File: src/rtl/vec_de_csr_defs.sv
// +-----------------------------------------------------------------------+
// | vec_de_csr_defs : vector CSR types shared by decode and CSR units     |
// | Rev 1.1 - vset* opcode constants, instruction kinds and FSM states    |
// +-----------------------------------------------------------------------+
`default_nettype none

package vec_de_csr_defs;

  typedef enum logic [2:0] {
    LMUL_1 = 3'd0, LMUL_2 = 3'd1, LMUL_4 = 3'd2, LMUL_8 = 3'd3,
    LMUL_RSVD = 3'd4, LMUL_F8 = 3'd5, LMUL_F4 = 3'd6, LMUL_F2 = 3'd7
  } vlmul_e;

  typedef enum logic [2:0] {
    EW_8 = 3'd0, EW_16 = 3'd1, EW_32 = 3'd2, EW_64 = 3'd3,
    EW_128 = 3'd4, EW_256 = 3'd5, EW_512 = 3'd6, EW_1024 = 3'd7
  } vew_e;

  typedef struct packed {
    logic   vma;
    logic   vta;
    vew_e   vsew;
    vlmul_e vlmul;
  } vtype_t;

  localparam logic [6:0] OPV_OPCODE   = 7'h57;
  localparam logic [2:0] OPCFG_FUNCT3 = 3'b111;

  typedef enum logic [1:0] {
    VSETVLI  = 2'd0,
    VSETIVLI = 2'd1,
    VSETVL   = 2'd2,
    VSET_ILL = 2'd3
  } vset_kind_e;

  typedef enum logic [2:0] {
    VS_IDLE   = 3'd0,
    VS_DECODE = 3'd1,
    VS_CALC   = 3'd2,
    VS_WRITE  = 3'd3,
    VS_RESP   = 3'd4
  } vset_state_e;

endpackage

`default_nettype wire

File: src/rtl/vec_vsetvl_unit_vlmax.sv
// +-----------------------------------------------------------------------+
// | vec_vlmax_calc : combinational VLMAX, vl clamp and vill detection     |
// | Rev 1.0                                                               |
// +-----------------------------------------------------------------------+
`default_nettype none

module vec_vlmax_calc
  import vec_de_csr_defs::*;
#(
  parameter int unsigned XLEN = 32,
  parameter int unsigned VLEN = 512
) (
  input  logic [2:0]      vsew,
  input  logic [2:0]      vlmul,
  input  logic            rsvd_nz,
  input  logic [XLEN-1:0] avl,
  input  logic            mode,
  output logic [XLEN-1:0] vl,
  output logic            vill
);

  localparam logic [XLEN-1:0] VLEN_W = XLEN'(VLEN);

  logic [2:0]      sew_sh;
  logic [XLEN-1:0] vlmax;

  // Only integer LMUL 1..8 reaches here legally, so VLEN<<3 fits any XLEN>=16.
  assign sew_sh = {1'b0, vsew[1:0]} + 3'd3;
  assign vlmax  = (VLEN_W << vlmul[1:0]) >> sew_sh;
  assign vill   = (vsew > EW_64) | vlmul[2] | rsvd_nz;

  always_comb begin
    vl = '0;
    if (!vill) begin
      if (mode)            vl = vlmax;
      else if (avl < vlmax) vl = avl;
      else                 vl = vlmax;
    end
  end

endmodule

`default_nettype wire

File: src/rtl/vec_vsetvl_unit.sv
// +-----------------------------------------------------------------------+
// | vec_vsetvl_unit : executes vsetvli / vsetivli / vsetvl                 |
// | Rev 1.0                                                               |
// +-----------------------------------------------------------------------+
`default_nettype none

module vec_vsetvl_unit
  import vec_de_csr_defs::*;
#(
  parameter int unsigned XLEN = 32,
  parameter int unsigned VLEN = 512
) (
  input  logic            clk,
  input  logic            n_rst,
  input  logic [XLEN-1:0] inst_i,
  input  logic [XLEN-1:0] rs1_i,
  input  logic [XLEN-1:0] rs2_i,
  input  logic            inst_valid_i,
  output logic            inst_ready_o,
  input  logic [XLEN-1:0] cur_vl_i,
  output logic [XLEN-1:0] vtype_o,
  output logic [XLEN-1:0] vl_o,
  output logic            csrwr_en,
  output logic            resp_valid_o,
  input  logic            resp_ready_i,
  output logic [XLEN-1:0] rd_data_o,
  output logic [4:0]      rd_addr_o,
  output logic            illegal_o
);

  vset_state_e     state_q, state_d;
  vset_kind_e      kind_q, kind_d, dec_kind;
  logic [XLEN-1:0] inst_q, inst_d, rs1_q, rs1_d, rs2_q, rs2_d;
  logic [XLEN-1:0] vtype_q, vtype_d, vl_q, vl_d, rd_data_q, rd_data_d;
  logic            illegal_q, illegal_d;

  logic [XLEN-1:0] src_vtype, calc_avl, calc_vl;
  logic            calc_mode, calc_vill, rs1_zero, rd_zero;
  vtype_t          vt;

  always_comb begin
    dec_kind = VSET_ILL;
    if (inst_q[6:0] == OPV_OPCODE && inst_q[14:12] == OPCFG_FUNCT3) begin
      if (!inst_q[31])                   dec_kind = VSETVLI;
      else if (inst_q[31:30] == 2'b11)   dec_kind = VSETIVLI;
      else if (inst_q[31:25] == 7'h40)   dec_kind = VSETVL;
    end
  end

  assign rs1_zero = (inst_q[19:15] == 5'd0);
  assign rd_zero  = (inst_q[11:7] == 5'd0);

  // AVL source and clamp mode; the x0 shortcuts only exist for the register-AVL forms.
  always_comb begin
    src_vtype = XLEN'(inst_q[30:20]);
    calc_avl  = rs1_q;
    calc_mode = 1'b0;
    case (kind_q)
      VSETIVLI: begin
        src_vtype = XLEN'(inst_q[29:20]);
        calc_avl  = XLEN'(inst_q[19:15]);
      end
      VSETVL:  src_vtype = rs2_q;
      default: src_vtype = XLEN'(inst_q[30:20]);
    endcase
    if (kind_q != VSETIVLI && rs1_zero) begin
      if (!rd_zero) calc_mode = 1'b1;
      else          calc_avl  = cur_vl_i;
    end
  end

  assign vt = vtype_t'(src_vtype[7:0]);

  vec_vlmax_calc #(
    .XLEN (XLEN),
    .VLEN (VLEN)
  ) u_vlmax (
    .vsew    (vt.vsew),
    .vlmul   (vt.vlmul),
    .rsvd_nz (|src_vtype[XLEN-1:8]),
    .avl     (calc_avl),
    .mode    (calc_mode),
    .vl      (calc_vl),
    .vill    (calc_vill)
  );

  always_comb begin
    state_d   = state_q;
    kind_d    = kind_q;
    inst_d    = inst_q;
    rs1_d     = rs1_q;
    rs2_d     = rs2_q;
    vtype_d   = vtype_q;
    vl_d      = vl_q;
    rd_data_d = rd_data_q;
    illegal_d = illegal_q;
    case (state_q)
      VS_IDLE: begin
        if (inst_valid_i) begin
          inst_d  = inst_i;
          rs1_d   = rs1_i;
          rs2_d   = rs2_i;
          state_d = VS_DECODE;
        end
      end
      VS_DECODE: begin
        kind_d = dec_kind;
        if (dec_kind == VSET_ILL) begin
          illegal_d = 1'b1;
          rd_data_d = '0;
          state_d   = VS_RESP;
        end else begin
          illegal_d = 1'b0;
          state_d   = VS_CALC;
        end
      end
      VS_CALC: begin
        vtype_d   = calc_vill ? {1'b1, {(XLEN-1){1'b0}}} : {{(XLEN-8){1'b0}}, vt};
        vl_d      = calc_vl;
        rd_data_d = calc_vl;
        state_d   = VS_WRITE;
      end
      VS_WRITE: state_d = VS_RESP;
      VS_RESP:  if (resp_ready_i) state_d = VS_IDLE;
      default:  state_d = VS_IDLE;
    endcase
  end

  always_ff @(posedge clk or negedge n_rst) begin
    if (!n_rst) begin
      state_q   <= VS_IDLE;
      kind_q    <= VSET_ILL;
      inst_q    <= '0;
      rs1_q     <= '0;
      rs2_q     <= '0;
      vtype_q   <= '0;
      vl_q      <= '0;
      rd_data_q <= '0;
      illegal_q <= 1'b0;
    end else begin
      state_q   <= state_d;
      kind_q    <= kind_d;
      inst_q    <= inst_d;
      rs1_q     <= rs1_d;
      rs2_q     <= rs2_d;
      vtype_q   <= vtype_d;
      vl_q      <= vl_d;
      rd_data_q <= rd_data_d;
      illegal_q <= illegal_d;
    end
  end

  assign inst_ready_o = (state_q == VS_IDLE);
  assign csrwr_en     = (state_q == VS_WRITE);
  assign resp_valid_o = (state_q == VS_RESP);
  assign vtype_o      = vtype_q;
  assign vl_o         = vl_q;
  assign rd_data_o    = rd_data_q;
  assign rd_addr_o    = inst_q[11:7];
  assign illegal_o    = illegal_q;

endmodule

`default_nettype wire

File: config.mk
export PLATFORM = sky130hd
export DESIGN_NAME = vec_vsetvl_unit
export DESIGN_NICKNAME = d
export VERILOG_FILES = /design/src/rtl/vec_de_csr_defs.sv /design/src/rtl/vec_vsetvl_unit_vlmax.sv /design/src/rtl/vec_vsetvl_unit.sv
export SDC_FILE = /design/constraint.sdc
export NUM_CORES = 1
export LEC_CHECK = 0
export BUFFER_PORTS_ARGS = -buffer_cell sky130_fd_sc_hd__buf_2
export CORE_UTILIZATION = 47
export CTS_CLUSTER_DIAMETER = 30
export DETAILED_ROUTE_END_ITERATION = 7
export HOLD_SLACK_MARGIN = 0.15
export MAX_ROUTING_LAYER = met4
export PLACE_DENSITY_LB_ADDON = 0.2
export SYNTH_ARGS = -nofsm -noshare
export SYNTH_HDL_FRONTEND = slang
export SYNTH_HIERARCHICAL = 1
export SYNTH_SLANG_ARGS = --single-unit
export TNS_END_PERCENT = 30
File: constraint.sdc
create_clock -name clk -period 3.4 [get_ports clk]
set_input_delay 0.17 -clock clk [delete_from_list [all_inputs] [get_ports clk]]
set_output_delay 0.17 -clock clk [all_outputs]
set_load 0.02 [all_outputs]
==> results of run 1 <==
-- final timing paths --
| path | startpoint | to | slack [ns] | depth (start not counted) |
|---|---|---|---|---|
| setup / recovery | kind_q[1] | rd_data_o[3] | -0.13 | 16 |
| hold / removal | cur_vl_i[1] | vl_o[1] | 0.35 | 6 |
| setup reg to reg | kind_q[1] | rd_data_o[3] | -0.13 | 16 |
| hold reg to reg | vl_o[11] | vl_o[11] | 0.47 | 2 |
| max in group asynchronous | n_rst | rd_data_o[28] | 2.07 | 3 |
| min in group asynchronous | n_rst | rd_data_o[11] | 0.37 | 2 |
-- sequential cells by signal, indices dropped and copies added, names as in the netlist --
signal,cells
inst_q,32
rd_data_o,32
rs1_q,32
rs2_q,32
vl_o,32
vtype_o,9
state_q,3
kind_q,2
illegal_o,1
-- per-layer routing --
layer  up-vias  routed length [um]
met5         -                   0
met4         0                 291
met3        30                 966
met2       195                9721
met1      3144                9093
li1       3170                   -
-- final cells by class --
type | count | area [sq um]
clock buffer | 19 | 452.9
clock inverter | 13 | 161.4
fill | 1391 | 5814
inverter | 6 | 22.52
multi-input combinational | 538 | 3611
sequential | 175 | 4382
tap | 225 | 281.5
timing repair buffer | 361 | 2511
-- tightest hold or removal path, stage by stage --
cell and delay (ns):
buf_2 0.07, nand2_1 0.04, o21ai_0 0.15, and3_1 0.19, nand2_1 0.07, nand2_1 0.06
-- power by group through the flow --
stage / clock (mW) / combinational [mW] / sequential [mW]
2_1_floorplan: 0 / 1.77 / 3.05
3_3_place_gp: 0 / 2.38 / 3.11
3_5_place_dp: 0 / 2.42 / 3.12
4_1_cts: 2.08 / 2.52 / 3.10
5_1_grt: 2.14 / 2.86 / 3.20
6_report: 2.02 / 2.61 / 3.12
-- cells in the mapped netlist (2+ instances only) --
cell and number:
nand2_1 181, dfrtp_1 173, mux2_2 67, buf_4 50, a21oi_1 37, o21ai_0 36, nand2b_1 31, mux2_4 28
buf_2 18, a22o_1 16, mux2i_1 12, clkbuf_1 11, nor2_1 11, ha_1 9, nor4_1 9, nand3_1 7
inv_1 6, and3_1 5, nand4_1 5, nor2b_1 5, buf_6 4, buf_1 3, nor3_1 3, nor4_2 3
a31oi_1 2, clkbuf_2 2, conb_1 2, dfstp_2 2, nor3_2 2, nor3b_1 2, o211ai_1 2, o21a_1 2
o21ai_1 2, or3_1 2
-- logic make-up after synthesis --
kind of cell / count (synthesis)
other: 2
DFF: 175
AOI/OAI and AO/OA: 101
adders and majority gates: 9
muxes: 107
and+or+nand+nor: 276
buffers and inverters: 94
-- stage by stage --
| stage | util, % | power, mW | std cells | setup TNS, ns |
|---|---|---|---|---|
| floorplan | - | 4.824 | 807 | -0.5898 |
| global placement | 56.03 | 5.497 | 1200 | -0.001612 |
| detailed placement | 56.03 | 5.540 | 1200 | -2.566 |
| CTS | 65.51 | 7.697 | 1331 | -0.05728 |
| global route | 66.27 | 8.200 | 1337 | -4.552 |
| finish | 66.27 | 7.757 | 1337 | -1.469 |
-- timing repair --
item	in CTS	in global routing
setup buffers	0	5
hold buffers	99	0
gates resized for setup	6	14
setup endpoints to repair	20	20
gates cloned	0	1
pin swaps	0	2
endpoints found under the hold margin	183	0
==> reports/results.txt, run 1 <==
Hold Slack = 0.3520 ns
latest clock arrival within the worst-skew pair = 0.43 ns
met1 Resource Use GR = 30.13%
crit-path max cell delay = 0.57 ns
fin crit period = 3.530 ns
GRT busiest layer = met2
full die area = 18170 sq um
# setup viols final = 20
DR pass1 iterations = 7
initial antenna violation count = 0
vias in the first global route = 6449
Worst EP required = 3.74 ns
Layout Nets = 1240
area delta synth->final = 37.82%
Hold Path Class = in -> reg
Root Buffer = clkbuf_16
setup ws final = -0.1305 ns
Place WS = -0.2046 ns
Max-cap violations = 0
diodes inserted = 0
post-synth cell types = 48
max-slew violations = 0
Vias = 6539
CP max FO = 5
Core ar. = 17240 sq um
CP max stage cell = dfstp_2
fin crit share = 103.8%
Num CTS Buffers = 17
xor and xnor area share after synthesis = 0%
I/O pin cnt = 237
DIE WIDTH = 134.8 um
Crit Path Category = reg -> reg
most frequent cells in the layout = buf_2 (212), nand2_1 (180), dfrtp_1 (173)
CTS tree = done
Slew HR = 44.66%
HPWL Detailed = 13240 um
mux contribution to synthesized area = 15.63%
synthesized cell area = 8288 sq um
Slew @ Worst Pin = 0.8301 ns
PortBufs = 213
CP Data Arrival Time = 3.87 ns
sequential power share = 40.3%
clk slew on worst S/H paths = 0.07 ns
delay-heaviest family, CP = simple AND/OR/NAND/NOR gates
worst vdd ir = 0.4708 mV
failing checks = setup timing
sequential element share of the synthesized area = 52.87%
Synth Area in Compound Gates = 7.201%
register bit total from synthesis = 175
htree depth = 4
simple-gate share of the synthesized area = 15.67%
remaining global-route overflow = 0
routed len/inst = 15.01 um
syn avg cell area = 10.85 sq um
fmax = 0.2832 GHz
met2 GRT Util = 37.37%
Post-Layout Inst Area = 11420 sq um
Pwr Density = 679.1 nW/um^2
DRT Wirelength = 20070 um
routed vias/inst = 4.891
DRC = 0
# clock sinks = 175
ys async rst share = 100.0%
sw power = 2.406 mW
Final Wtd Congestion = 0.8388
share of the synthesized area in the top cell type = 52.23%
area leader, netlist = dfrtp_1
clk buf depth = 2
CP endpoint kind = register
largest net degree at the start of global routing = 88
row cnt = 48
ys flop type = dfrtp_1
outcome = finished, violations left
Critical Path Start Type = register
Synth Warn # = 6
Sw Ratio = 31.02%
Final Hold Fails = 0
largest family of logic cells by synthesized area = simple AND/OR/NAND/NOR gates
Setup Skew = 0.01161 ns
Post-synth EDFFs = 0
Syn Inst Count = 764
Final ANT Viol Nets = 0
largest cells by area after synthesis = dfrtp_1 (52%), mux2_2 (9.1%), nand2_1 (8.2%), mux2_4 (5.1%), buf_4 (4.5%)
Total GRT Usage = 23.50%
ratio of cells with drive above 1 in the final layout = 38.40%
1st-iter DRT viols = 225
CP Cell Sequence = inv_2 -> ha_4 -> or2_4 -> a22o_4 -> or3b_4 -> a21oi_4 -> nor2_1 -> ha_1 -> a21oi_2 -> nor2_2 -> nor4_4 -> buf_4 -> buf_12 -> mux2i_1 -> nand2_1 -> a21oi_1
worst path bufs/invs = 3
clock power share = 26.0%
Gate power share = 33.7%
RSZ-0062 raised after global routing = yes
first-pass GRT wire length = 32190 um
post-placement cell area = 9657 sq um
commonest non-fill, non-tap cell in the layout = buf_2
Internal = 5.351 mW
P_leak = 5.362 nW
Die Y = 134.8 um
Initial Util = 48.08%
adder-cell share of the synthesized area = 1.359%
M3 GR Usage = 4.955%
No activity file was read; power rests on OpenSTA's default activity.
==> run 2, diff against run 1 <==
CORE_UTILIZATION = 29   (was 47)
MAX_ROUTING_LAYER = default   (was met4)
==> reports/results.txt, run 2 (same netlist as run 1, synthesis figures left out) <==
outcome = finished, violations left
failing checks = setup timing
PortBufs = 213 (unchanged)
Num CTS Buffers = 17 (unchanged)
CP Data Arrival Time = 3.90 ns (+0.03 ns)
fin crit share = 104.6% (+0.73 points)
DIE WIDTH = 171.1 um (+27%)
HPWL Detailed = 15490 um (+17%)
Die Y = 171.1 um (+27%)
Vias = 6418 (-1.9%)
post-placement cell area = 9741 sq um (+0.87%)
CP Cell Sequence = inv_2 -> ha_4 -> or2_4 -> a22o_4 -> or3b_4 -> a21oi_2 -> nor2_1 -> ha_1 -> a21oi_2 -> nor2_1 -> nor4_4 -> buf_4 -> clkbuf_16 -> mux2i_1 -> nand2_1 -> a21oi_1
htree depth = 4 (unchanged)
# clock sinks = 175 (unchanged)
utilization after layout = 41.24% (-25 points)
clk slew on worst S/H paths = 0.07 ns (about the same)
max-slew violations = 0 (unchanged)
Post-Layout Inst Area = 11520 sq um (+0.85%)
DRT Wirelength = 21860 um (+8.9%)
RSZ-0062 raised after global routing = yes
# setup viols final = 19 (-5.0%)
Max-cap violations = 0 (unchanged)
ratio of cells with drive above 1 in the final layout = 37.65% (-0.75 points)
1st-iter DRT viols = 280 (+24%)
Layout Nets = 1226 (-1.1%)
delay-heaviest family, CP = simple AND/OR/NAND/NOR gates
area delta synth->final = 38.99%
Gate power share = 32.4% (-1.3 points)
routed vias/inst = 4.351 (-11%)
Root Buffer = clkbuf_16
Crit Path Category = reg -> reg
worst vdd ir = 0.3462 mV (-26%)
diodes inserted = 0 (unchanged)
largest net degree at the start of global routing = 90 (+2.3%)
sequential power share = 40.2% (about the same)
Final Hold Fails = 0 (unchanged)
fin crit period = 3.555 ns (+0.02484 ns)
row cnt = 61 (+27%)
Slew @ Worst Pin = 0.9447 ns (+0.1146 ns)
CP endpoint kind = register
clk buf depth = 2 (unchanged)
vias in the first global route = 6272 (-2.7%)
commonest non-fill, non-tap cell in the layout = buf_2
clock power share = 27.4% (+1.4 points)
Slew HR = 36.80% (-7.9 points)
latest clock arrival within the worst-skew pair = 0.43 ns (about the same)
fmax = 0.2813 GHz (-0.70%)
Final Wtd Congestion = 0.7698 (-8.2%)
initial antenna violation count = 0 (unchanged)
# fillers = 2761 (+98%)
I/O pin cnt = 237 (unchanged)
Internal = 5.344 mW (-0.13%)
P_leak = 5.302 nW (-1.1%)
crit-path max cell delay = 0.55 ns (-0.02 ns)
Final ANT Viol Nets = 0 (unchanged)
Critical Path Start Type = register
DR pass1 iterations = 4 (-3)
Hold Path Class = in -> async
CTS tree = done
CP max stage cell = dfstp_2
sw power = 2.403 mW (-0.14%)
full die area = 29260 sq um (+61%)
worst path bufs/invs = 3 (unchanged)
Worst EP required = 3.74 ns (about the same)
Pwr Density = 672.5 nW/um^2 (-0.98%)
Sw Ratio = 31.02% (about the same)
routed len/inst = 14.82 um (-1.3%)
Initial Util = 29.67% (-18 points)
most frequent cells in the layout = buf_2 (212), nand2_1 (180), dfrtp_1 (173)
Core ar. = 27930 sq um (+62%)
CP max FO = 5 (unchanged)
Setup Skew = 0.01983 ns (+0.008223 ns)
first-pass GRT wire length = 33760 um (+4.9%)
remaining global-route overflow = 0 (unchanged)
setup ws final = -0.1553 ns (-0.02484 ns)
DRC = 0 (unchanged)
Total GRT Usage = 15.18% (-8.3 points)
run 2: metrics by stage:
stage | TNS (ns) | hold slack, ns | setup slack [ns] | cells | power (mW)
floorplan | -0.5898 | -0.1256 | -0.08212 | 807 | 4.824
global placement | -0.6937 | 0.2935 | -0.08816 | 1339 | 5.464
detailed placement | -2.646 | 0.3109 | -0.2075 | 1339 | 5.478
CTS | -0.6346 | 0.3178 | -0.09341 | 1470 | 7.755
global route | -4.615 | 0.3776 | -0.2910 | 1475 | 8.247
finish | -1.753 | 0.3405 | -0.1553 | 1475 | 7.747
run 2: worst paths after layout:
kind	startpoint	end	slack, ns	depth (start not counted)
hold / removal	n_rst	rs1_q[23]	0.34	2
setup / recovery	kind_q[0]	rd_data_o[5]	-0.16	16
max in group asynchronous	n_rst	rs1_q[5]	2.05	3
min in group clk	cur_vl_i[0]	vl_o[0]	0.35	6
setup reg to reg	kind_q[0]	rd_data_o[5]	-0.16	16
hold reg to reg	vtype_o[31]	vtype_o[31]	0.47	2
run 2: area by class of cell:
| class | count | area [sq um] | share of cell area (%) |
|---|---|---|---|
| clock buffers | 22 | 474.2 | 4.116 |
| clock inverters | 9 | 157.7 | 1.369 |
| inverters | 6 | 22.52 | 0.1955 |
| multi-input cells | 538 | 3627 | 31.49 |
| flip-flops and latches | 175 | 4382 | 38.04 |
| well taps | 378 | 473.0 | 4.106 |
| repair buffers | 347 | 2384 | 20.69 |
run 2: per-layer routing:
metal / vias to the layer above / GRT usage, % / part of all wire [%]
met2: 164 / 24.35 / 48
met4: 0 / 4.581 / 0.81
met1: 3097 / 20.49 / 47
met3: 8 / 3.123 / 4.2
li1: 3149 / - / -
met5: - / 0 / 0
run 2: power by group through the flow:
stage | logic, mW | clock network [mW] | registers, mW
after floorplan | 1.77 | 0 | 3.05
after global placement | 2.32 | 0 | 3.14
after detailed placement | 2.33 | 0 | 3.14
after CTS | 2.44 | 2.20 | 3.11
after global routing | 2.77 | 2.27 | 3.21
final | 2.51 | 2.12 | 3.12
run 2: repair_timing:
| action | CTS | global route |
|---|---|---|
| gates resized for setup | 4 | 17 |
| cloned | 0 | 1 |
| hold buffers | 99 | 0 |
| setup buffers | 1 | 6 |
| endpoints found under the hold margin | 182 | 0 |
| pin swaps | 2 | 13 |
| endpoints found under the setup margin | 20 | 20 |
